## src/rtl/parking_pkg.sv

```systemverilog
// Shared types and helpers for the parking occupancy controller.
package parking_pkg;

    typedef enum logic [1:0] {
        S_OPEN   = 2'd0,
        S_FULL   = 2'd1,
        S_CLOSED = 2'd2
    } lot_state_t;

    function automatic logic [3:0] popcount(input logic [7:0] v);
        logic [3:0] n;
        n = '0;
        for (int i = 0; i < 8; i++) begin
            n = n + {3'b000, v[i]};
        end
        return n;
    endfunction

    function automatic logic [31:0] clamp_cap(
        input logic [31:0] v,
        input logic [31:0] cap
    );
        return (v > cap) ? cap : v;
    endfunction

endpackage

```

## src/rtl/lane_grant_arbiter.sv

```systemverilog
// Grants up to 'limit' asserted requests, lowest index first.
module lane_grant_arbiter #(
    parameter int N = 2,
    parameter int W = 4
) (
    input  logic [N-1:0] req,
    input  logic [W-1:0] limit,
    output logic [N-1:0] grant,
    output logic [N-1:0] reject
);

    // Counter wide enough for both the lane count and the limit.
    localparam int TW = ((W > 4) ? W : 4) + 1;

    logic [TW-1:0] taken;

    always_comb begin
        grant  = '0;
        reject = '0;
        taken  = '0;
        for (int i = 0; i < N; i++) begin
            if (req[i]) begin
                if (taken < TW'(limit)) begin
                    grant[i] = 1'b1;
                    taken    = taken + 1'b1;
                end else begin
                    reject[i] = 1'b1;
                end
            end
        end
    end

endmodule

```

## src/rtl/parking_occupancy_ctrl.sv

```systemverilog
// Lot occupancy register with per-lane entry/exit arbitration and status flags.
module parking_occupancy_ctrl
    import parking_pkg::*;
#(
    parameter int CAPACITY    = 99,
    parameter int N_ENTRY     = 2,
    parameter int N_EXIT      = 2,
    parameter int NEAR_MARGIN = 5,
    parameter int CNT_W       = $clog2(CAPACITY + 1)
) (
    input  logic               clk,
    input  logic               reset,
    input  logic [N_ENTRY-1:0] entering,
    input  logic [N_EXIT-1:0]  exiting,
    input  logic               close_lot,
    input  logic               load_en,
    input  logic [CNT_W-1:0]   load_val,
    output logic [CNT_W-1:0]   count,
    output logic [N_ENTRY-1:0] grant_entry,
    output logic [N_ENTRY-1:0] reject_entry,
    output logic [N_EXIT-1:0]  grant_exit,
    output logic [N_EXIT-1:0]  reject_exit,
    output logic               full,
    output logic               empty,
    output logic               near_full,
    output logic [1:0]         lot_state
);

    localparam logic [CNT_W:0] CAP_X = (CNT_W + 1)'(CAPACITY);
    localparam logic [CNT_W:0] NEAR_TH = (CAPACITY > NEAR_MARGIN)
        ? (CNT_W + 1)'(CAPACITY - NEAR_MARGIN) : '0;
    localparam logic NEAR_RST = (CAPACITY <= NEAR_MARGIN);

    logic [CNT_W-1:0]   count_q, count_d;
    lot_state_t         state_q, state_d;
    logic [N_ENTRY-1:0] ge_q, ge_d, re_q, re_d;
    logic [N_EXIT-1:0]  gx_q, gx_d, rx_q, rx_d;
    logic               full_q, full_d;
    logic               empty_q, empty_d;
    logic               near_q, near_d;

    logic [N_EXIT-1:0]  ex_gnt, ex_rej;
    logic [N_ENTRY-1:0] en_gnt, en_rej;
    logic [CNT_W:0]     ex_g, en_g, left, avail_x, sum;
    logic [CNT_W-1:0]   en_limit;

    lane_grant_arbiter #(.N(N_EXIT), .W(CNT_W)) u_exit_arb (
        .req    (exiting),
        .limit  (count_q),
        .grant  (ex_gnt),
        .reject (ex_rej)
    );

    // Entries see the space freed by this cycle's exits.
    always_comb begin
        ex_g     = (CNT_W + 1)'(popcount(8'(ex_gnt)));
        left     = {1'b0, count_q} - ex_g;
        avail_x  = CAP_X - left;
        en_limit = CNT_W'(avail_x);
        if (close_lot || state_q == S_CLOSED) begin
            en_limit = '0;
        end
    end

    lane_grant_arbiter #(.N(N_ENTRY), .W(CNT_W)) u_entry_arb (
        .req    (entering),
        .limit  (en_limit),
        .grant  (en_gnt),
        .reject (en_rej)
    );

    always_comb begin
        en_g    = (CNT_W + 1)'(popcount(8'(en_gnt)));
        sum     = left + en_g;
        count_d = CNT_W'(sum);
        ge_d    = en_gnt;
        re_d    = en_rej;
        gx_d    = ex_gnt;
        rx_d    = ex_rej;
        if (load_en) begin
            count_d = CNT_W'(clamp_cap(32'(load_val), 32'(CAPACITY)));
            ge_d    = '0;
            re_d    = entering;
            gx_d    = '0;
            rx_d    = exiting;
        end
        full_d  = ({1'b0, count_d} == CAP_X);
        empty_d = (count_d == '0);
        near_d  = ({1'b0, count_d} >= NEAR_TH);
    end

    always_comb begin
        state_d = state_q;
        unique case (state_q)
            S_OPEN: begin
                if (close_lot)   state_d = S_CLOSED;
                else if (full_d) state_d = S_FULL;
            end
            S_FULL: begin
                if (close_lot)    state_d = S_CLOSED;
                else if (!full_d) state_d = S_OPEN;
            end
            S_CLOSED: begin
                if (!close_lot) state_d = full_d ? S_FULL : S_OPEN;
            end
            default: state_d = S_OPEN;
        endcase
    end

    always_ff @(posedge clk or posedge reset) begin
        if (reset) begin
            count_q <= '0;
            state_q <= S_OPEN;
            ge_q    <= '0;
            re_q    <= '0;
            gx_q    <= '0;
            rx_q    <= '0;
            full_q  <= 1'b0;
            empty_q <= 1'b1;
            near_q  <= NEAR_RST;
        end else begin
            count_q <= count_d;
            state_q <= state_d;
            ge_q    <= ge_d;
            re_q    <= re_d;
            gx_q    <= gx_d;
            rx_q    <= rx_d;
            full_q  <= full_d;
            empty_q <= empty_d;
            near_q  <= near_d;
        end
    end

    assign count        = count_q;
    assign grant_entry  = ge_q;
    assign reject_entry = re_q;
    assign grant_exit   = gx_q;
    assign reject_exit  = rx_q;
    assign full         = full_q;
    assign empty        = empty_q;
    assign near_full    = near_q;
    assign lot_state    = state_q;

endmodule

```

## config.mk

```make
export PLATFORM = sky130hd
export DESIGN_NAME = parking_occupancy_ctrl
export DESIGN_NICKNAME = d
export VERILOG_FILES = /design/src/rtl/parking_pkg.sv /design/src/rtl/lane_grant_arbiter.sv /design/src/rtl/parking_occupancy_ctrl.sv
export SDC_FILE = /design/constraint.sdc
export NUM_CORES = 1
export LEC_CHECK = 0
export ABC_CLOCK_PERIOD_IN_PS = 8300
export BUFFER_PORTS_ARGS = -buffer_cell sky130_fd_sc_hd__clkbuf_2
export CORE_MARGIN = 2
export CORE_UTILIZATION = 56
export DETAILED_ROUTE_END_ITERATION = 7
export GPL_ROUTABILITY_DRIVEN = 0
export PLACE_DENSITY = 0.82
export SLEW_MARGIN = 10
export SYNTH_ARGS = -nofsm -noshare
export SYNTH_HDL_FRONTEND = slang
export SYNTH_SLANG_ARGS = --single-unit
```

## constraint.sdc

```tcl
create_clock -name clk -period 8.3 [get_ports clk]
set_clock_uncertainty 0.15 [all_clocks]
set_input_delay 0.415 -clock clk [delete_from_list [all_inputs] [get_ports clk]]
set_output_delay 0.415 -clock clk [all_outputs]
set_load 0.01 [all_outputs]
```

==> results of run 1 <==
## cells by family (layout without fill, tap and decap cells)
family                     Yosys count  after routing  share of synthesized area [%]
muxes                                3              3                          3.088
and+or+nand+nor                     52             52                          22.43
DFF                                 20             20                          36.42
buffers and inverters               23             54                          7.266
AOI/OAI and AO/OA                   30             30                          15.53
xor gates and xnor gates            10             10                          6.903
adders and majority gates            8              8                          8.356
## metrics by stage
step	hold WS (ns)	worst slack, ns	utilization, %	cell area (um^2)	cells
after floorplan	0.2281	2.780	-	1378	146
after global placement	0.3339	2.392	67.78	1543	201
after detailed placement	0.3495	2.190	67.78	1543	201
after CTS	0.07923	2.136	68.94	1569	205
after global routing	0.1214	1.422	68.94	1569	205
final	0.05234	2.124	68.94	1569	205
## power groups by stage
stage	Combinational, uW	Clock (uW)	Sequential (uW)
final	301	46.3	155
after global routing	339	51.7	160
after floorplan	236	0	147
after global placement	283	0	155
after detailed placement	298	0	156
after CTS	301	47.7	154
## synthesized netlist by cell type, types with 2 or more instances
| cell | count |
|---|---|
| a21boi_0 | 3 |
| a21oi_1 | 5 |
| and2_1 | 2 |
| and3_1 | 3 |
| buf_2 | 2 |
| clkbuf_1 | 2 |
| dfrtp_1 | 19 |
| fa_1 | 2 |
| ha_1 | 6 |
| inv_1 | 16 |
| mux2i_1 | 2 |
| nand2_1 | 8 |
| nand3_1 | 7 |
| nand4_1 | 2 |
| nor2_1 | 11 |
| nor3_1 | 5 |
| nor3b_1 | 2 |
| o21ai_0 | 6 |
| o22ai_1 | 2 |
| or3_1 | 2 |
| xnor2_1 | 5 |
| xor2_1 | 4 |
## critical path, delay by kind of cell, from the launching register on
kind | cells | cell delay (ns)
and+or+nand+nor | 7 | 1.77
adders and majority gates | 5 | 1.65
AOI/OAI and AO/OA | 6 | 1.32
xor gates and xnor gates | 3 | 0.62
DFF | 1 | 0.54
buffers and inverters | 1 | 0.09
## routing by layer
| layer | track usage, % | vias to the layer above | routed length [um] |
|---|---|---|---|
| met3 | 6.389 | 4 | 215 |
| met1 | 27.60 | 546 | 1166 |
| met2 | 41.36 | 60 | 1497 |
| li1 | - | 576 | - |
| met4 | 4.274 | 0 | 21 |
| met5 | 0 | - | 0 |
## registers in the layout, indices dropped and copies added (netlist names)
| name | count |
|---|---|
| near_full | 1 |
| count | 7 |
| grant_exit | 2 |
| full | 1 |
| empty | 1 |
| reject_exit | 2 |
| reject_entry | 2 |
| grant_entry | 2 |
| lot_state | 2 |
## layout make-up
type	count	area [um^2]
multi-input combinational	103	775.7
fill	170	706.9
sequential	20	501.7
timing repair buffer	34	170.2
inverter	16	60.06
tap	28	35.03
clock buffer	4	26.28
## worst max-delay path by stage
stage	from	depth (start not counted)	slack, ns	to
3_5_place_dp	count[4]$_DFF_PP0_	22	2.19	lot_state[0]$_DFFE_PP0P_
6_report	count[4]$_DFF_PP0_	22	2.12	lot_state[0]$_DFFE_PP0P_
2_1_floorplan	count[4]$_DFF_PP0_	23	2.78	lot_state[0]$_DFFE_PP0P_
3_3_place_gp	count[4]$_DFF_PP0_	22	2.39	lot_state[0]$_DFFE_PP0P_
4_1_cts	count[4]$_DFF_PP0_	22	2.14	lot_state[0]$_DFFE_PP0P_
5_1_grt	count[4]$_DFF_PP0_	22	1.42	lot_state[0]$_DFFE_PP0P_
==> impl_metrics.ini, run 1 <==
[setup_path]
crit_slowest_cell = dfrtp_1
regToRegSetupSlack_ns = 2.12
cpPeakStageDelay_ns = 0.54
rr_startpoint = count[4]$_DFF_PP0_
worstSetupPathType = flop to flop
crit_fanout = 13
reg2regPathDepth = 22
cp.arrival_ns = 6.26
cp_data_required_time_ns = 8.38
path_cells = nor3_1, nand2_1, o21ai_0, fa_1, ha_1, nor4_4, xnor2_1, ha_1, inv_1, a311oi_1, o311ai_0, a41oi_2, o21ai_0, and3_1, fa_1, ha_1, nand2_1, xor2_1, xnor2_1, o21ai_0, nor4b_2, and4bb_1
cp-end-kind = flop
timing.rr.end = lot_state[0]$_DFFE_PP0P_
worstSetupStartpointType = flop

[clocking]
cts_setup_buffers = 0
cts_buffers = 3
clock_sinks = 20
path_clk_slew_ns = 0.11
cts_tree = yes
post_cts_resized = 0
htree_levels = 1
hold_buffers = 0
max-clock-path-buffers = 2
cts_root_buffer = clkbuf_4
worst_skew_pair.late_latency_ns = 0.29

[yosys]
synthCells = 146
async_flop_share_pct = 100.0
syn-num-nets = 169
avgSynthCellArea_um2 = 9.435
synth_area_leader_cell = dfrtp_1
yosys.area.top_type_share_pct = 34.51
synth_seq_area_share_pct = 36.42
netlist_area_mm2 = 0.001378
ys.flop_type = dfrtp_1
ys_top_cells_by_area = dfrtp_1 (35%), ha_1 (5.4%), inv_1 (4.4%)
synth_edf_count = 0
synth_cell_type_count = 52
yosys_warnings = 0
ys_ff_latch = 20

[final_layout]
drive_gt1_share_pct = 26.55
num_antenna_cells = 0
final_cell_mix = clkbuf_2 (34), dfrtp_1 (19), inv_1 (16)
fin_nets = 201
layout_commonest_cell = clkbuf_2
syn_to_final_growth_pct = 13.90

[drt]
drt_iter0_drc = 29
drc = 0
first_pass_iters = 4
vias_per_cell = 5.785
wl_per_cell_um = 14.15
vias = 1186
drt_wl_total_um = 2900
ant_nets = 0

[global_route]
grt_pass1_wl_um = 4823
antenna_found_initial = 0
grt_pass1_vias = 1128
grt_max_degree = 21
grt.overflow.total = 0
grt_usage_pct = 23.01

[flow_run]
maxCapViolations = 0

[floorplanning]
io_pins = 35
core_mm2 = 0.002276
initial_utilization_pct = 60.53
die_y_um = 53.60
rows = 17
die_area_mm2 = 0.002872
die_x_um = 53.60

[pwr]
p_sw_uw = 242.9
clockPowerShare_pct = 9.2
comb_power_share_pct = 60.0
p_total_uw = 502.6
power.density_mw_per_mm2 = 320.3
p_sw_share_pct = 48.33
internal-power_uw = 259.7
irDropWorstVdd_v = 0.0002107
p_leak_uw = 0.0007543
p_seq_share_pct = 30.8

[sta]
fin_crit_sh_pct = 74.41
drv_slew = 0
finalSetupViolCount = 0
min_period_ns = 6.176
worst_pin_slew_ns = 0.7238
finalHoldViolCount = 0
rsz0062_at_grt = false
clock.fmax_mhz = 161.9
slew_headroom_pct = 51.69
fin_tns_setup_ns = 0

[placed_design]
portBuffers = 34
place_hpwl_um = 2329

[worst_hold_path]
min_path_type = input pin to async pin

[run_status]
status = finished, final reports clean
Power figures use the tool's default switching activity.
==> inputs of run 2 (changes only) <==
ABC_AREA = 1   (was not set)
ABC_CLOCK_PERIOD_IN_PS = 6350   (was 8300)
CORE_UTILIZATION = 52   (was 56)
PLACE_DENSITY = 0.77   (was 0.82)
clock period = 6.35 ns   (was 8.3 ns; I/O delays follow)
==> run 2 against run 1 <==
Hold slack improved by 0.024 ns. Final area increased by 2.3%. Core utilization decreased by 4.1 points. Total power increased by 37%. Clock power increased by 64%. Clock-buffer cell count unchanged. Routed wire length increased by 8.4%. Global-route usage increased by 1.6 points. Synthesized area decreased by 1.5%. Synthesized cell count increased by 26%. Sequential cell count unchanged. Worst setup slack got worse by 0.86 ns. Critical path type unchanged. Highest routed layer unchanged.
==> impl_metrics.ini, run 2 <==
[floorplanning]
rows = 18
initial_utilization_pct = 54.75
die_y_um = 55.07
io_pins = 35
die_x_um = 55.07
die_area_mm2 = 0.003033
core_mm2 = 0.002477

[yosys]
syn-num-nets = 207
synth_edf_count = 0
synthCells = 184
yosys_warnings = 0
synth_area_leader_cell = dfrtp_1
ys_ff_latch = 20
async_flop_share_pct = 100.0
synth_seq_area_share_pct = 36.99
synth_cell_type_count = 32
yosysMostFrequentCell = nand2_1
netlist_area_mm2 = 0.001356
synthTopCellsByCount = nand2_1 (39), inv_1 (29), nor2_1 (23)
yosys.area.top_type_share_pct = 35.06
ys_top_cells_by_area = dfrtp_1 (35%), nand2_1 (11%), inv_1 (8.0%)
avgSynthCellArea_um2 = 7.371
ys.flop_type = dfrtp_1

[pwr]
p_total_uw = 686.4
p_leak_uw = 0.0009028
p_seq_share_pct = 26.8
power.density_mw_per_mm2 = 427.6
clockPowerShare_pct = 11.1
comb_power_share_pct = 62.1
p_sw_uw = 342.4
p_sw_share_pct = 49.89
internal-power_uw = 344.0
irDropWorstVdd_v = 0.0002577

[global_route]
grt_max_degree = 21
antenna_found_initial = 0
grt_usage_pct = 24.62
grt_pass1_wl_um = 5147
grt.overflow.total = 0
grt_pass1_vias = 1275

[setup_path]
cp-end-kind = flop
cpPeakStageDelay_ns = 0.51
worstSetupPathType = flop to flop
cp_common_cell = nor2_1
worstSetupStartpointType = flop
cp.arrival_ns = 5.15
cp_data_required_time_ns = 6.42
crit_fanout = 6
crit_slowest_cell = fa_1

[drt]
ant_nets = 0
vias = 1310
drc = 0
drt_iter0_drc = 23
wl_per_cell_um = 12.48
first_pass_iters = 5
drt_wl_total_um = 3145
vias_per_cell = 5.198

[sta]
clock.fmax_mhz = 196.7
rsz0062_at_grt = false
slew_headroom_pct = 50.06
fin_crit_sh_pct = 80.08
worst_pin_slew_ns = 0.7482
finalSetupViolCount = 0
finalHoldViolCount = 0
fin_tns_setup_ns = 0
setup_slack_ns = 1.265
drv_slew = 0
min_period_ns = 5.085

[final_layout]
multi_input_area_um2 = 715.7
final_cell_mix = nand2_1 (39), clkbuf_2 (34), inv_1 (29)
syn_to_final_growth_pct = 18.36
final_area_mm2 = 0.001605
fin_util_pct = 64.80
num_antenna_cells = 0
fillCellCount = 220
fin_nets = 246
drive_gt1_share_pct = 27.93
register_area_um2 = 501.7
layout_commonest_cell = nand2_1
largest_register_ffs = 7

[placed_design]
place_hpwl_um = 2581
post-place-ws_ns = 1.307
dpl_cell_area_mm2 = 0.001559
portBuffers = 34

[clocking]
cts_root_buffer = clkbuf_4
clock_sinks = 20
cts_buffers = 3
worst_skew_pair.late_latency_ns = 0.31
post_cts_resized = 0
path_clk_slew_ns = 0.11
max-clock-path-buffers = 2
cts_tree = yes
htree_levels = 1

[worst_hold_path]
min_path_type = input pin to flop

[run_status]
status = finished, final reports clean

[flow_run]
maxCapViolations = 0
-- run 2: per-layer routing --
| metal | track usage [%] | share of wire [%] |
|---|---|---|
| met4 | 15.04 | 4.0 |
| met2 | 44.84 | 53 |
| met3 | 4.570 | 5.6 |
| met5 | 0 | 0 |
| met1 | 25.97 | 37 |
-- run 2: power groups by stage --
stage | sequential (uW) | combinational, uW | clock, uW
after detailed placement | 186 | 423 | 0
after CTS | 183 | 427 | 77.0
after floorplan | 194 | 304 | 0
after global routing | 188 | 485 | 85.6
final | 184 | 427 | 76.0
after global placement | 184 | 403 | 0
-- run 2: logic make-up (layout without fill, tap and decap cells) --
group | count (synthesis) | after routing | synth area share, %
and+or+nand+nor | 98 | 98 | 34.41
adders and majority gates | 8 | 8 | 8.487
xor gates and xnor gates | 1 | 1 | 0.6459
AOI/OAI and AO/OA | 21 | 21 | 9.227
buffers and inverters | 36 | 74 | 10.24
DFF | 20 | 20 | 36.99
-- run 2: worst paths after layout --
kind	endpoint	cells past startpoint	startpoint	slack [ns]
setup / recovery	full$_DFF_PP0_	26	count[3]$_DFF_PP0_	1.27
hold / removal	lot_state[1]$_DFFE_PP0P_	3	close_lot	0.08
setup reg to reg	full$_DFF_PP0_	26	count[3]$_DFF_PP0_	1.27
hold reg to reg	lot_state[1]$_DFFE_PP0P_	1	lot_state[0]$_DFFE_PP0P_	0.36
max in group asynchronous	count[5]$_DFF_PP0_	3	reset	5.09
min in group asynchronous	reject_exit[1]$_DFF_PP0_	3	reset	0.50
-- run 2: metrics by stage --
stage,instances,hold slack (ns)
2_1_floorplan,184,0.1306
3_3_place_gp,247,0.3006
3_5_place_dp,247,0.3195
4_1_cts,252,0.07641
5_1_grt,252,0.06227
6_report,252,0.07637
-- run 2: layout make-up --
| cell class | instances | share of cell area, % |
|---|---|---|
| tap | 30 | 2.338 |
| multi-input combinational | 128 | 44.58 |
| clock buffer | 4 | 2.260 |
| sequential | 20 | 31.25 |
| inverter | 35 | 8.340 |
| timing repair buffer | 35 | 11.22 |
-- run 2: what timing repair did --
item | in CTS | in global routing
buffers inserted | 0 | 0
endpoints found under the hold margin | 19 | 0
hold buffers | 1 | 0
-- run 2: worst max-delay path, delay by kind of cell (launching register included) --
family,cells,cell delay (ns)
fa+ha+maj,5,1.65
compound gates,3,0.86
flops,1,0.45
simple gates,14,1.68
buf+inv,4,0.22
